[config.mk]
export PLATFORM = sky130hd
export DESIGN_NAME = axil_cmd_master_flat
export DESIGN_NICKNAME = d
export VERILOG_FILES = /design/src/rtl/axil_cmd_master_if.sv /design/src/rtl/axil_cmd_master.sv /design/src/flat_wrapper.sv
export SDC_FILE = /design/constraint.sdc
export NUM_CORES = 1
export LEC_CHECK = 0
export CORE_UTILIZATION = 48
export DETAILED_ROUTE_END_ITERATION = 6
export MAX_ROUTING_LAYER = met4
export PLACE_DENSITY = 0.89
export SLEW_MARGIN = 40
export SYNTH_ARGS = -nofsm -noshare
export SYNTH_HDL_FRONTEND = slang
export SYNTH_SLANG_ARGS = --single-unit
[constraint.sdc]
create_clock -name M_AXI_ACLK -period 3.6 [get_ports M_AXI_ACLK]
set_input_delay 0.36 -clock M_AXI_ACLK [delete_from_list [all_inputs] [get_ports M_AXI_ACLK]]
set_output_delay 0.36 -clock M_AXI_ACLK [all_outputs]
set_load 0.005 [all_outputs]
[src/rtl/axil_cmd_master_if.sv]
// AXI4-Lite bundle between the command master and the accelerator's control register slave.
interface axil_cmd_master_if;
  logic [31:0] AWADDR;
  logic        AWVALID;
  logic        AWREADY;
  logic [31:0] WDATA;
  logic [3:0]  WSTRB;
  logic        WVALID;
  logic        WREADY;
  logic [1:0]  BRESP;
  logic        BVALID;
  logic        BREADY;
  logic [31:0] ARADDR;
  logic        ARVALID;
  logic        ARREADY;
  logic [31:0] RDATA;
  logic [1:0]  RRESP;
  logic        RVALID;
  logic        RREADY;

  modport master (
    output AWADDR, AWVALID, WDATA, WSTRB, WVALID, BREADY, ARADDR, ARVALID, RREADY,
    input  AWREADY, WREADY, BRESP, BVALID, ARREADY, RDATA, RRESP, RVALID
  );
  modport slave (
    input  AWADDR, AWVALID, WDATA, WSTRB, WVALID, BREADY, ARADDR, ARVALID, RREADY,
    output AWREADY, WREADY, BRESP, BVALID, ARREADY, RDATA, RRESP, RVALID
  );
endinterface

[src/rtl/axil_cmd_master.sv]
// AXI4-Lite master: single write/read commands plus a masked-compare poll with retry limit.
module axil_cmd_master #(
  parameter int POLL_MAX = 1024,
  parameter int POLL_GAP = 4
) (
  input  logic        M_AXI_ACLK,
  input  logic        M_AXI_ARESETN,
  input  logic        cmd_valid,
  output logic        cmd_ready,
  input  logic [1:0]  cmd_op,
  input  logic [31:0] cmd_addr,
  input  logic [31:0] cmd_wdata,
  input  logic [3:0]  cmd_wstrb,
  input  logic [31:0] cmd_mask,
  input  logic [31:0] cmd_match,
  output logic        rsp_valid,
  output logic [31:0] rsp_rdata,
  output logic [1:0]  rsp_resp,
  output logic        rsp_timeout,
  axil_cmd_master_if.master M_AXI
);
  localparam int ACW = $clog2(POLL_MAX) + 1;
  localparam int GW  = $clog2(POLL_GAP + 2);
  localparam logic [ACW-1:0] ATT_LAST = ACW'(POLL_MAX - 1);
  localparam logic [GW-1:0]  GAP_LAST = GW'((POLL_GAP > 0) ? POLL_GAP - 1 : 0);

  typedef enum logic [2:0] {IDLE, WR, WB, RA, RD, GAP} state_e;

  state_e         state_q, state_d;
  logic [31:0]    addr_q, addr_d, wdata_q, wdata_d, mask_q, mask_d, match_q, match_d;
  logic [3:0]     wstrb_q, wstrb_d;
  logic           poll_q, poll_d, aw_done_q, aw_done_d, w_done_q, w_done_d;
  logic [ACW-1:0] att_q, att_d;
  logic [GW-1:0]  gap_q, gap_d;
  logic           rsp_valid_q, rsp_valid_d, rsp_timeout_q, rsp_timeout_d;
  logic [31:0]    rsp_rdata_q, rsp_rdata_d;
  logic [1:0]     rsp_resp_q, rsp_resp_d;
  logic           aw_hs, w_hs, hit, last_att, unused_addr_lsb;

  assign aw_hs    = (state_q == WR) && !aw_done_q && M_AXI.AWREADY;
  assign w_hs     = (state_q == WR) && !w_done_q && M_AXI.WREADY;
  assign hit      = ((M_AXI.RDATA & mask_q) == match_q);
  assign last_att = (att_q == ATT_LAST);
  assign unused_addr_lsb = ^cmd_addr[1:0];

  always_ff @(posedge M_AXI_ACLK or negedge M_AXI_ARESETN) begin
    if (!M_AXI_ARESETN) state_q <= IDLE;
    else                state_q <= state_d;
  end

  always_ff @(posedge M_AXI_ACLK or negedge M_AXI_ARESETN) begin
    if (!M_AXI_ARESETN) begin
      addr_q <= '0; wdata_q <= '0; wstrb_q <= '0; mask_q <= '0; match_q <= '0;
      poll_q <= 1'b0; aw_done_q <= 1'b0; w_done_q <= 1'b0; att_q <= '0; gap_q <= '0;
      rsp_valid_q <= 1'b0; rsp_rdata_q <= '0; rsp_resp_q <= '0; rsp_timeout_q <= 1'b0;
    end else begin
      addr_q <= addr_d; wdata_q <= wdata_d; wstrb_q <= wstrb_d; mask_q <= mask_d; match_q <= match_d;
      poll_q <= poll_d; aw_done_q <= aw_done_d; w_done_q <= w_done_d; att_q <= att_d; gap_q <= gap_d;
      rsp_valid_q <= rsp_valid_d; rsp_rdata_q <= rsp_rdata_d; rsp_resp_q <= rsp_resp_d;
      rsp_timeout_q <= rsp_timeout_d;
    end
  end

  always_comb begin
    state_d = state_q;
    addr_d = addr_q; wdata_d = wdata_q; wstrb_d = wstrb_q; mask_d = mask_q; match_d = match_q;
    poll_d = poll_q; aw_done_d = aw_done_q; w_done_d = w_done_q; att_d = att_q; gap_d = gap_q;
    rsp_valid_d = 1'b0; rsp_rdata_d = rsp_rdata_q; rsp_resp_d = rsp_resp_q;
    rsp_timeout_d = rsp_timeout_q;
    unique case (state_q)
      IDLE: if (cmd_valid) begin
        addr_d    = {cmd_addr[31:2], 2'b00};
        wdata_d   = cmd_wdata;
        wstrb_d   = cmd_wstrb;
        mask_d    = cmd_mask;
        match_d   = cmd_match;
        poll_d    = (cmd_op == 2'd2);
        att_d     = '0;
        aw_done_d = 1'b0;
        w_done_d  = 1'b0;
        state_d   = (cmd_op == 2'd0) ? WR : RA;
      end
      WR: begin
        aw_done_d = aw_done_q | aw_hs;
        w_done_d  = w_done_q | w_hs;
        if (aw_done_d && w_done_d) state_d = WB;
      end
      WB: if (M_AXI.BVALID) begin
        rsp_valid_d   = 1'b1;
        rsp_resp_d    = M_AXI.BRESP;
        rsp_rdata_d   = '0;
        rsp_timeout_d = 1'b0;
        state_d       = IDLE;
      end
      RA: if (M_AXI.ARREADY) state_d = RD;
      RD: if (M_AXI.RVALID) begin
        rsp_rdata_d = M_AXI.RDATA;
        rsp_resp_d  = M_AXI.RRESP;
        // Slave error or match ends a poll early; only a clean miss on the last try is a timeout.
        if (!poll_q || M_AXI.RRESP[1] || hit || last_att) begin
          rsp_valid_d   = 1'b1;
          rsp_timeout_d = poll_q && !M_AXI.RRESP[1] && !hit && last_att;
          state_d       = IDLE;
        end else begin
          att_d   = att_q + 1'b1;
          gap_d   = '0;
          state_d = (POLL_GAP == 0) ? RA : GAP;
        end
      end
      GAP: begin
        gap_d = gap_q + 1'b1;
        if (gap_q == GAP_LAST) state_d = RA;
      end
      default: state_d = IDLE;
    endcase
  end

  always_comb begin
    cmd_ready     = (state_q == IDLE);
    M_AXI.AWVALID = (state_q == WR) && !aw_done_q;
    M_AXI.WVALID  = (state_q == WR) && !w_done_q;
    M_AXI.BREADY  = (state_q == WB);
    M_AXI.ARVALID = (state_q == RA);
    M_AXI.RREADY  = (state_q == RD);
    M_AXI.AWADDR  = addr_q;
    M_AXI.ARADDR  = addr_q;
    M_AXI.WDATA   = wdata_q;
    M_AXI.WSTRB   = wstrb_q;
    rsp_valid     = rsp_valid_q;
    rsp_rdata     = rsp_rdata_q;
    rsp_resp      = rsp_resp_q;
    rsp_timeout   = rsp_timeout_q;
  end
endmodule

[src/flat_wrapper.sv]
// flat-port wrapper written by rule: the top's interface ports become plain ports
module axil_cmd_master_flat 
#(
  parameter int POLL_MAX = 1024,
  parameter int POLL_GAP = 4
)
  (M_AXI_ACLK, M_AXI_ARESETN, cmd_valid, cmd_ready, cmd_op, cmd_addr, cmd_wdata, cmd_wstrb, cmd_mask, cmd_match, rsp_valid, rsp_rdata, rsp_resp, rsp_timeout, M_AXI_AWADDR, M_AXI_AWVALID, M_AXI_WDATA, M_AXI_WSTRB, M_AXI_WVALID, M_AXI_BREADY, M_AXI_ARADDR, M_AXI_ARVALID, M_AXI_RREADY, M_AXI_AWREADY, M_AXI_WREADY, M_AXI_BRESP, M_AXI_BVALID, M_AXI_ARREADY, M_AXI_RDATA, M_AXI_RRESP, M_AXI_RVALID);
  axil_cmd_master_if M_AXI_i ();
  input  logic M_AXI_ACLK;
  input  logic M_AXI_ARESETN;
  input  logic cmd_valid;
  output logic cmd_ready;
  input  logic [1:0] cmd_op;
  input  logic [31:0] cmd_addr;
  input  logic [31:0] cmd_wdata;
  input  logic [3:0] cmd_wstrb;
  input  logic [31:0] cmd_mask;
  input  logic [31:0] cmd_match;
  output logic rsp_valid;
  output logic [31:0] rsp_rdata;
  output logic [1:0] rsp_resp;
  output logic rsp_timeout;
  output wire logic [$bits(M_AXI_i.AWADDR)-1:0] M_AXI_AWADDR;
  output wire logic [$bits(M_AXI_i.AWVALID)-1:0] M_AXI_AWVALID;
  output wire logic [$bits(M_AXI_i.WDATA)-1:0] M_AXI_WDATA;
  output wire logic [$bits(M_AXI_i.WSTRB)-1:0] M_AXI_WSTRB;
  output wire logic [$bits(M_AXI_i.WVALID)-1:0] M_AXI_WVALID;
  output wire logic [$bits(M_AXI_i.BREADY)-1:0] M_AXI_BREADY;
  output wire logic [$bits(M_AXI_i.ARADDR)-1:0] M_AXI_ARADDR;
  output wire logic [$bits(M_AXI_i.ARVALID)-1:0] M_AXI_ARVALID;
  output wire logic [$bits(M_AXI_i.RREADY)-1:0] M_AXI_RREADY;
  input wire logic [$bits(M_AXI_i.AWREADY)-1:0] M_AXI_AWREADY;
  input wire logic [$bits(M_AXI_i.WREADY)-1:0] M_AXI_WREADY;
  input wire logic [$bits(M_AXI_i.BRESP)-1:0] M_AXI_BRESP;
  input wire logic [$bits(M_AXI_i.BVALID)-1:0] M_AXI_BVALID;
  input wire logic [$bits(M_AXI_i.ARREADY)-1:0] M_AXI_ARREADY;
  input wire logic [$bits(M_AXI_i.RDATA)-1:0] M_AXI_RDATA;
  input wire logic [$bits(M_AXI_i.RRESP)-1:0] M_AXI_RRESP;
  input wire logic [$bits(M_AXI_i.RVALID)-1:0] M_AXI_RVALID;
  assign M_AXI_AWADDR = M_AXI_i.AWADDR;
  assign M_AXI_AWVALID = M_AXI_i.AWVALID;
  assign M_AXI_WDATA = M_AXI_i.WDATA;
  assign M_AXI_WSTRB = M_AXI_i.WSTRB;
  assign M_AXI_WVALID = M_AXI_i.WVALID;
  assign M_AXI_BREADY = M_AXI_i.BREADY;
  assign M_AXI_ARADDR = M_AXI_i.ARADDR;
  assign M_AXI_ARVALID = M_AXI_i.ARVALID;
  assign M_AXI_RREADY = M_AXI_i.RREADY;
  assign M_AXI_i.AWREADY = M_AXI_AWREADY;
  assign M_AXI_i.WREADY = M_AXI_WREADY;
  assign M_AXI_i.BRESP = M_AXI_BRESP;
  assign M_AXI_i.BVALID = M_AXI_BVALID;
  assign M_AXI_i.ARREADY = M_AXI_ARREADY;
  assign M_AXI_i.RDATA = M_AXI_RDATA;
  assign M_AXI_i.RRESP = M_AXI_RRESP;
  assign M_AXI_i.RVALID = M_AXI_RVALID;
  axil_cmd_master #(.POLL_MAX(POLL_MAX), .POLL_GAP(POLL_GAP)) u_core (.M_AXI_ACLK(M_AXI_ACLK), .M_AXI_ARESETN(M_AXI_ARESETN), .cmd_valid(cmd_valid), .cmd_ready(cmd_ready), .cmd_op(cmd_op), .cmd_addr(cmd_addr), .cmd_wdata(cmd_wdata), .cmd_wstrb(cmd_wstrb), .cmd_mask(cmd_mask), .cmd_match(cmd_match), .rsp_valid(rsp_valid), .rsp_rdata(rsp_rdata), .rsp_resp(rsp_resp), .rsp_timeout(rsp_timeout), .M_AXI(M_AXI_i));
endmodule
# After elaboration in Yosys (flattened, before gate mapping)
# Cells that the tools add are included.
# classes
n_addsub	2
eq_ne	17
n_mux	33
n_bitwise	3
n_reduce_logical	29
# ops
operator	count
$mux W32	2
$pmux W32 S2	1
$mux W11	3
$and A32 B32 Y32	1
$eq A32 B32 Y1	1
$mux W3	9
$pmux W11 S2	1
$pmux W3 S6	1
$add A11 B1 Y11 const B	1
$eq A11 B10 Y1 const B	1
$ne A2 B1 Y1 const B	5
$eq A3 B2 Y1 const B	3
$logic_and A1 B1 Y1	8
$pmux W1 S2	4
$reduce_and A4 Y1	2
$reduce_bool A2 Y1	4
$mux W1	7
$eq A3 B3 Y1 const B	2
$mux W2	3
$ne A2 B2 Y1 const B	3
$pmux W3 S2	1
$reduce_and A3 Y1	2
$reduce_and A6 Y1	1
$logic_not A1 Y1	5
other kinds (9)	13
# totals
reg_bits	186
input_bits	178
wordCells	99

# Depth between registers and ports, before layout
# Gate-level depths: netlist of the first run.
# depth
depth_word	8
mapped_depth	10

# Worst setup path after synthesis of the first run
# No wires, ideal clock.
# synth_path
kind	register to register
start	reg u_core.gap_q[0]
end	reg u_core.state_q[2]
setup_ns	0.126
t_arrival_ns	1.753
required_ns	3.474
slack_ns	1.721
stages_incl_launch_ff	7
synth_period_minus_slack_ns	1.879
path_cell_list	dfrtp_1 ha_1 ha_1 mux4_2 o21ai_1 nor3_1 a221o_1
# synth_via
elab_chain_cells	3
# synth_lines
element	line	source
from (decl)	axil_cmd_master.sv:34	logic [GW-1:0] gap_q, gap_d;
from (signal assigned)	axil_cmd_master.sv:58	poll_q <= poll_d; aw_done_q <= aw_done_d; w_done_q <= w_done_d; att_q <= att_d; gap_q <= gap_d;
$eq A3 B2 Y1	axil_cmd_master.sv:112	if (gap_q == GAP_LAST) state_d = RA;
$ne A2 B1 Y1 (no source line)	-	
$reduce_and A6 Y1 (no source line)	-	
to (signal assigned)	axil_cmd_master.sv:48	else state_q <= state_d;
to (decl)	axil_cmd_master.sv:29	state_e state_q, state_d;
# Every way passes these cells.
# A chain may end at the register's enable or synchronous reset.

# Worst setup path in the final report of the first run
# layout_path
start	reg u_core.state_q[0]
end	out cmd_ready
# layout_via
elab_chain_cells	1
# layout_lines
element	line	source
$logic_not A3 Y1	axil_cmd_master.sv:119	cmd_ready = (state_q == IDLE);
to (decl)	flat_wrapper.sv:12	output logic cmd_ready;
# Every way passes these cells.

==> flow_summary.toml, run 1 <==
[status]
outcome = "finished, final reports clean"

[critical_path]
crit_fanout = 15
cp_data_arrival_time_ns = 2.34
path_cells = "nor3_1 -> clkdlybuf4s50_1"
reg2reg_depth = 7
r2r-end = "u_core.rsp_resp[0]$_DFFE_PN0P_"
critPathKind = "reg2out"
start_kind = "flop"
reg2reg_setup_slack_ns = 0.94
cp-end-kind = "output port"
cp_slowest_cell = "nor3_1"
slowest_delay_ns = 0.73
r2r-start = "u_core.state_q[0]$_DFFE_PN0P_"
required_ns = 3.24

[clock_network]
clk_latency_ns = 0.42
htreeDepth = 4
root_buffer = "clkbuf_16"
cts_buffers = 17
cts_num_sinks = 186
cts.clk_slew.worst_paths_ns = 0.07
clockBufferDepth = 2
cts_setup_buffers = 0
cts_tree = "built"

[cells_and_area]
area_growth_pct = 45.0
antenna_cells = 0
layout.nets = 1354
drive_above_1_share_pct = 4.65

[synthesis]
synth_cell_types = 52
synthesis.area_um2 = 8260
synth-async-reset-ratio_pct = 100
synth_top_area_share_pct = 56.4
synth_cells = 906
yosys_warnings = 0
synth_ff_type = "dfrtp_1"
synth_top_cell_by_area = "dfrtp_1"
synthTopCellsByArea = "dfrtp_1, nand2_1, a22o_1"
synth-edff-count = 0
seq_area_frac_synth_pct = 56.4
ys_ff_latch = 186
syn_avg_cell_area_um2 = 9.11

[timing]
final_hold_viol_count = 0
timing.fmax_ghz = 0.371
min_period_over_period_pct = 74.9
slew_violations = 0
worst_slew_pin_slew_ns = 0.807
skew_ns = 0.0123
min_period_ns = 2.70
max_slew_margin_pct = 45.8
setup_tns_ns = 0
final-setup-viol-count = 0
rsz0062_at_grt = "no"

[detailed_routing]
via_per_inst = 5.24
post-route-drc-count = 0
num_vias = 7353
ant_nets = 0
wire_per_inst_um = 16.7
dr.pass1.iters = 5
wirelength_um = 23500
drt_iter0_markers = 502

[floorplan]
die_h_um = 133
die_area_um2 = 17700
core_region_area_um2 = 16700
initial_core_util_pct = 49.4
io_pins = 320
row_count = 47
die_x_um = 133

[hold_path]
hp-start = "cmd_mask[7]"
min_path_cells = 3
hold_path.class = "in2reg"
worst_hold_path.endpoint = "u_core.mask_q[7]$_DFFE_PN0P_"

[global_route]
grt_use_total_pct = 27.8
grt_max_degree = 114
gr-total-overflow = 0
first_global_vias = 7489
grt_pass1_wl_um = 37200
antenna_found_initial = 0

[placed_design]
port-buffer-count = 313
gp_congestion = 0.909
place_hpwl_um = 16400

[power]
vdd_drop_max_mv = 0.548
p_total_mw = 8.95
p_leak_nw = 5.79
power_density_nw_per_um2 = 748

[run]
max_cap_viol_count = 0
==> cell usage after synthesis (all sizes together), types with 3 or more instances <==
cell,count
ha,3
nor2b,3
nand2b,3
and3b,8
or4,3
o21ai,10
o22a,9
a22o,32
mux2i,7
and2,3
clkbuf,23
a31o,3
nand3b,3
a21boi,8
nand3,17
a21oi,28
inv,8
a211oi,8
o211ai,5
nor3,8
nor2,12
and3,16
dfrtp,186
buf,54
a21o,8
nand2,418
nand4,4
==> sequential cells by signal, indices dropped and copies added (netlist names) <==
signal,flops
u_core.gap_q,3
u_core.M_AXI.ARADDR,30
u_core.rsp_valid,1
u_core.rsp_resp,2
u_core.M_AXI.WDATA,32
u_core.rsp_rdata,32
u_core.state_q,3
u_core.poll_q,1
u_core.aw_done_q,1
u_core.mask_q,32
u_core.match_q,32
u_core.w_done_q,1
u_core.rsp_timeout,1
u_core.att_q,11
u_core.M_AXI.WSTRB,4
==> critical path: cells and delay by family (launching register included) <==
family / cells / cell delay, ns
buffers and inverters: 1 / 0.64
AND/OR/NAND/NOR: 1 / 0.73
flip-flops: 1 / 0.54
==> layout by cell type, fill, tap and decap left out, drive strengths merged, types with 2 or more instances in the layout <==
master         instances
o211ai                 5
clkdlybuf4s50        312
a31o                   3
o22a                   9
clkbuf                24
and2                   3
a21o                   8
clkinv                 2
and3b                  8
nor2b                  3
bufinv                 3
o21ai                 10
or2                    2
nand2b                 3
nand3                 17
and3                  16
or4                    3
o211a                  2
ha                     3
a21boi                 8
conb                   4
a211oi                 8
nor3                   8
nor2                  12
a21oi                 28
mux2i                  7
nand3b                 3
nor4                   2
nand2                418
inv                   10
a22o                  32
dfrtp                186
buf                    8
nand4                  4
==> worst max-delay path by stage <==
stage | slack [ns] | cells past startpoint | end | startpoint
after floorplan | 1.72 | 6 | u_core.state_q[2]$_DFFE_PN0P_ | u_core.gap_q[0]$_DFFE_PN0P_
final | 0.90 | 2 | cmd_ready | u_core.state_q[0]$_DFFE_PN0P_
after global placement | 0.80 | 7 | u_core.rsp_resp[0]$_DFFE_PN0P_ | u_core.state_q[0]$_DFFE_PN0P_
after global routing | 0.78 | 8 | u_core.rsp_resp[0]$_DFFE_PN0P_ | u_core.state_q[0]$_DFFE_PN0P_
after CTS | 0.67 | 7 | u_core.rsp_resp[0]$_DFFE_PN0P_ | u_core.state_q[0]$_DFFE_PN0P_
after detailed placement | 0.70 | 7 | u_core.rsp_resp[0]$_DFFE_PN0P_ | u_core.state_q[0]$_DFFE_PN0P_
==> what timing repair did <==
| item | CTS | global route |
|---|---|---|
| hold buffers | 1 | 0 |
| hold endpoints to repair | 111 | 0 |
| resized for setup | 0 | 0 |
==> stage by stage <==
step / worst slack (ns) / area, um2 / hold slack, ns / util (%) / instances
finish: 0.903 / 12000 / 0.459 / 71.7 / 1403
global route: 0.783 / 12000 / 0.458 / 71.7 / 1403
CTS: 0.674 / 12000 / 0.444 / 71.6 / 1403
detailed placement: 0.699 / 11400 / 0.380 / 68.0 / 1373
global placement: 0.805 / 11300 / 0.457 / 67.9 / 1373
floorplan: 1.72 / 8270 / 0.0644 / - / 909
==> report_power, final <==
part | switching, mW | total [mW] | internal, mW
registers | 0.617 | 3.53 | 2.91
clock network | 0.766 | 1.91 | 1.14
logic | 1.57 | 3.51 | 1.94
total | 2.96 | 8.95 | 6.00
==> kinds of logic after synthesis <==
logic type / share of synthesized area [%]
buffers and inverters: 5.77
multiplexers: 1.12
other: 0.0454
flip-flops: 56.4
adder cells (fa/ha/maj): 0.455
AND/OR/NAND/NOR: 25.5
AO/OA/AOI/OAI: 10.7
==> metal layers <==
metal / part of all wire (%) / global-route usage [%]
met5: 0 / -
met4: 3.0 / 12.2
met3: 6.8 / 6.47
met2: 49 / 44.0
met1: 41 / 34.2
==> cell type report <==
cell class,instances,area (um2)
tap,220,275
clock buffer,23,478
sequential,186,4650
fill,1229,4730
timing repair buffer,322,3260
inverter,9,35.0
clock inverter,6,113
multi-input combinational,637,3160
Power figures use the tool's default switching activity.
==> inputs of run 2 (changes only) <==
--- a/config.mk
+++ b/config.mk
@@ -5,10 +5,10 @@
 export SDC_FILE = /design/constraint.sdc
 export NUM_CORES = 1
 export LEC_CHECK = 0
-export CORE_UTILIZATION = 48
+export CORE_UTILIZATION = 40
 export DETAILED_ROUTE_END_ITERATION = 6
 export MAX_ROUTING_LAYER = met4
-export PLACE_DENSITY = 0.89
+export PLACE_DENSITY = 0.79
 export SLEW_MARGIN = 40
 export SYNTH_ARGS = -nofsm -noshare
 export SYNTH_HDL_FRONTEND = slang
==> constraint.sdc (replaced) <==
create_clock -name M_AXI_ACLK -period 2.3 [get_ports M_AXI_ACLK]
set_input_delay 0.23 -clock M_AXI_ACLK [delete_from_list [all_inputs] [get_ports M_AXI_ACLK]]
set_output_delay 0.23 -clock M_AXI_ACLK [all_outputs]
set_load 0.005 [all_outputs]
==> run 2 against run 1 <==
Net effect: design area grew 1.7%; clock skew up 0.00065 ns; count of clock-buffer cells in the layout fell by 2; via count fell by 2.4%; first-iteration DRC count decreased by 26%; non-clock buffer count grew 13; worst setup slack got worse by 0.79 ns.
==> flow_summary.toml, run 2 (same netlist as run 1, synthesis figures left out) <==
[status]
outcome = "finished, final reports clean"

[critical_path]
start_kind = "flop"
reg2reg_depth = 7
path_buf_inv = 4
cp_data_arrival_time_ns = 1.96
slowest_delay_ns = 0.51
cp.depth = 5
cp-end-kind = "output port"
path_cells = "inv_2 -> nand3_2 -> clkinv_2 -> buf_4 -> clkdlybuf4s50_1"
crit_fanout = 8
required_ns = 2.07
reg2reg_setup_slack_ns = 0.17
critPathKind = "reg2out"
cpLargestDelayFamily = "buffers and inverters"
cp_slowest_cell = "clkdlybuf4s50_1"

[floorplan]
die_area_um2 = 21200
core_region_area_um2 = 20200
row_count = 52
die_h_um = 146
io_pins = 320
initial_core_util_pct = 40.8
die_x_um = 146

[run]
max_cap_viol_count = 0

[power]
vdd_drop_max_mv = 0.608
power_density_nw_per_um2 = 1160
p_leak_nw = 5.88

[global_route]
grt_pass1_wl_um = 37900
grt_max_degree = 76
antenna_found_initial = 0
grt_use_total_pct = 23.3
gr-total-overflow = 0
first_global_vias = 7347

[detailed_routing]
wirelength_um = 23400
dr.pass1.iters = 5
ant_nets = 0
wire_per_inst_um = 15.9
num_vias = 7175
drt_iter0_markers = 369
via_per_inst = 4.88
post-route-drc-count = 0

[clock_network]
htreeDepth = 4
cts.clk_slew.worst_paths_ns = 0.07
cts_setup_buffers = 0
clk_latency_ns = 0.42
root_buffer = "clkbuf_16"
cts_num_sinks = 186
cts_buffers = 17
cts_tree = "built"
clockBufferDepth = 2

[placed_design]
port-buffer-count = 313
gp_congestion = 0.866
pre_cts_ws_ns = -0.120
place_hpwl_um = 16500

[cells_and_area]
area_growth_pct = 47.5
drive_above_1_share_pct = 6.01
antenna_cells = 0
mostFrequentLayoutCell = "nand2_1"
postLayoutCoreUtil_pct = 60.2
nFillCells = 1698
layout.nets = 1367
final_cell_mix = "nand2_1, clkdlybuf4s50_1, dfrtp_1"

[timing]
min_period_ns = 2.19
timing.fmax_ghz = 0.456
worst_slew_pin_slew_ns = 0.584
max_slew_margin_pct = 61.0
skew_ns = 0.0129
final_hold_viol_count = 0
slew_violations = 0
min_period_over_period_pct = 95.3
setup_ws_ns = 0.109
rsz0062_at_grt = "no"
setup_tns_ns = 0
final-setup-viol-count = 0

[hold_path]
min_path_cells = 3
hold_path.class = "in2reg"
## run 2: changes by cell type in the layout (fill, tap and decap cells not counted), sizes merged
cell	delta
buf	+13
clkbuf	-2
clkinv	+2
inv	+3
## run 2: layout make-up
cell class | count | area (um2) | share of cell area (%)
timing repair buffer | 335 | 3390 | 27.9
sequential | 186 | 4660 | 38.2
clock inverter | 11 | 159 | 1.30
multi-input combinational | 637 | 3150 | 25.8
inverter | 9 | 35.0 | 0.288
clock buffer | 21 | 450 | 3.70
tap | 270 | 338 | 2.77
## run 2: tightest hold or removal path, stage by stage
cell	delay, ns
clkdlybuf4s50_1	0.39
nand2_1	0.05
nand2_1	0.04
## run 2: worst paths after layout
path                                                            to                          startpoint
worst max register to register       u_core.state_q[2]$_DFFE_PN0P_      u_core.match_q[26]$_DFFE_PN0P_
worst min register to register  u_core.M_AXI.WDATA[16]$_DFFE_PN0P_  u_core.M_AXI.WDATA[16]$_DFFE_PN0P_
max in group asynchronous       u_core.M_AXI.WDATA[11]$_DFFE_PN0P_                       M_AXI_ARESETN
worst min-delay path             u_core.M_AXI.WDATA[0]$_DFFE_PN0P_                        cmd_wdata[0]
worst max-delay path                                  M_AXI_RREADY       u_core.state_q[1]$_DFFE_PN0P_
min in group asynchronous        u_core.M_AXI.WSTRB[1]$_DFFE_PN0P_                       M_AXI_ARESETN
## run 2: per-layer routing
metal  track usage, %  part of all wire, %  vias up
li1                 -                    -     3495
met1             29.0                   43     3427
met2             37.4                   49      223
met3             5.64                  6.0       30
met4             7.68                  1.9        0
met5                -                    0        -
## run 2: stage by stage
step	cells	power (mW)	instance area [um2]	hold slack, ns
after floorplan	909	8.19	8270	-0.0656
after global placement	1436	11.0	11600	0.289
after detailed placement	1436	11.2	11600	0.285
after CTS	1469	14.3	12200	0.305
after global routing	1469	15.1	12200	0.311
final	1469	14.2	12200	0.324
## run 2: timing repair
action / CTS / global route
hold buffers: 1 / 0
endpoints found under the setup margin: 0 / 1
hold endpoints to repair: 65 / 0
gates resized for setup: 0 / 1
## run 2: power by group
group | switching [mW] | internal, mW | total, mW
clock | 1.30 | 1.77 | 3.06
sequential | 0.926 | 4.56 | 5.49
combinational | 2.46 | 3.16 | 5.62
total | 4.68 | 9.49 | 14.2
==> inputs of run 3 (changes only) <==
--- a/config.mk
+++ b/config.mk
@@ -9,6 +9,7 @@
 export DETAILED_ROUTE_END_ITERATION = 6
 export MAX_ROUTING_LAYER = met4
 export PLACE_DENSITY = 0.79
+export SKIP_CTS_REPAIR_TIMING = 1
 export SLEW_MARGIN = 40
 export SYNTH_ARGS = -nofsm -noshare
 export SYNTH_HDL_FRONTEND = slang
==> results of run 3 <==
The final DEF is identical to that of run 2; final timing and power are the same.
Main changes from that run: met3 usage 5.64% -> 5.67%
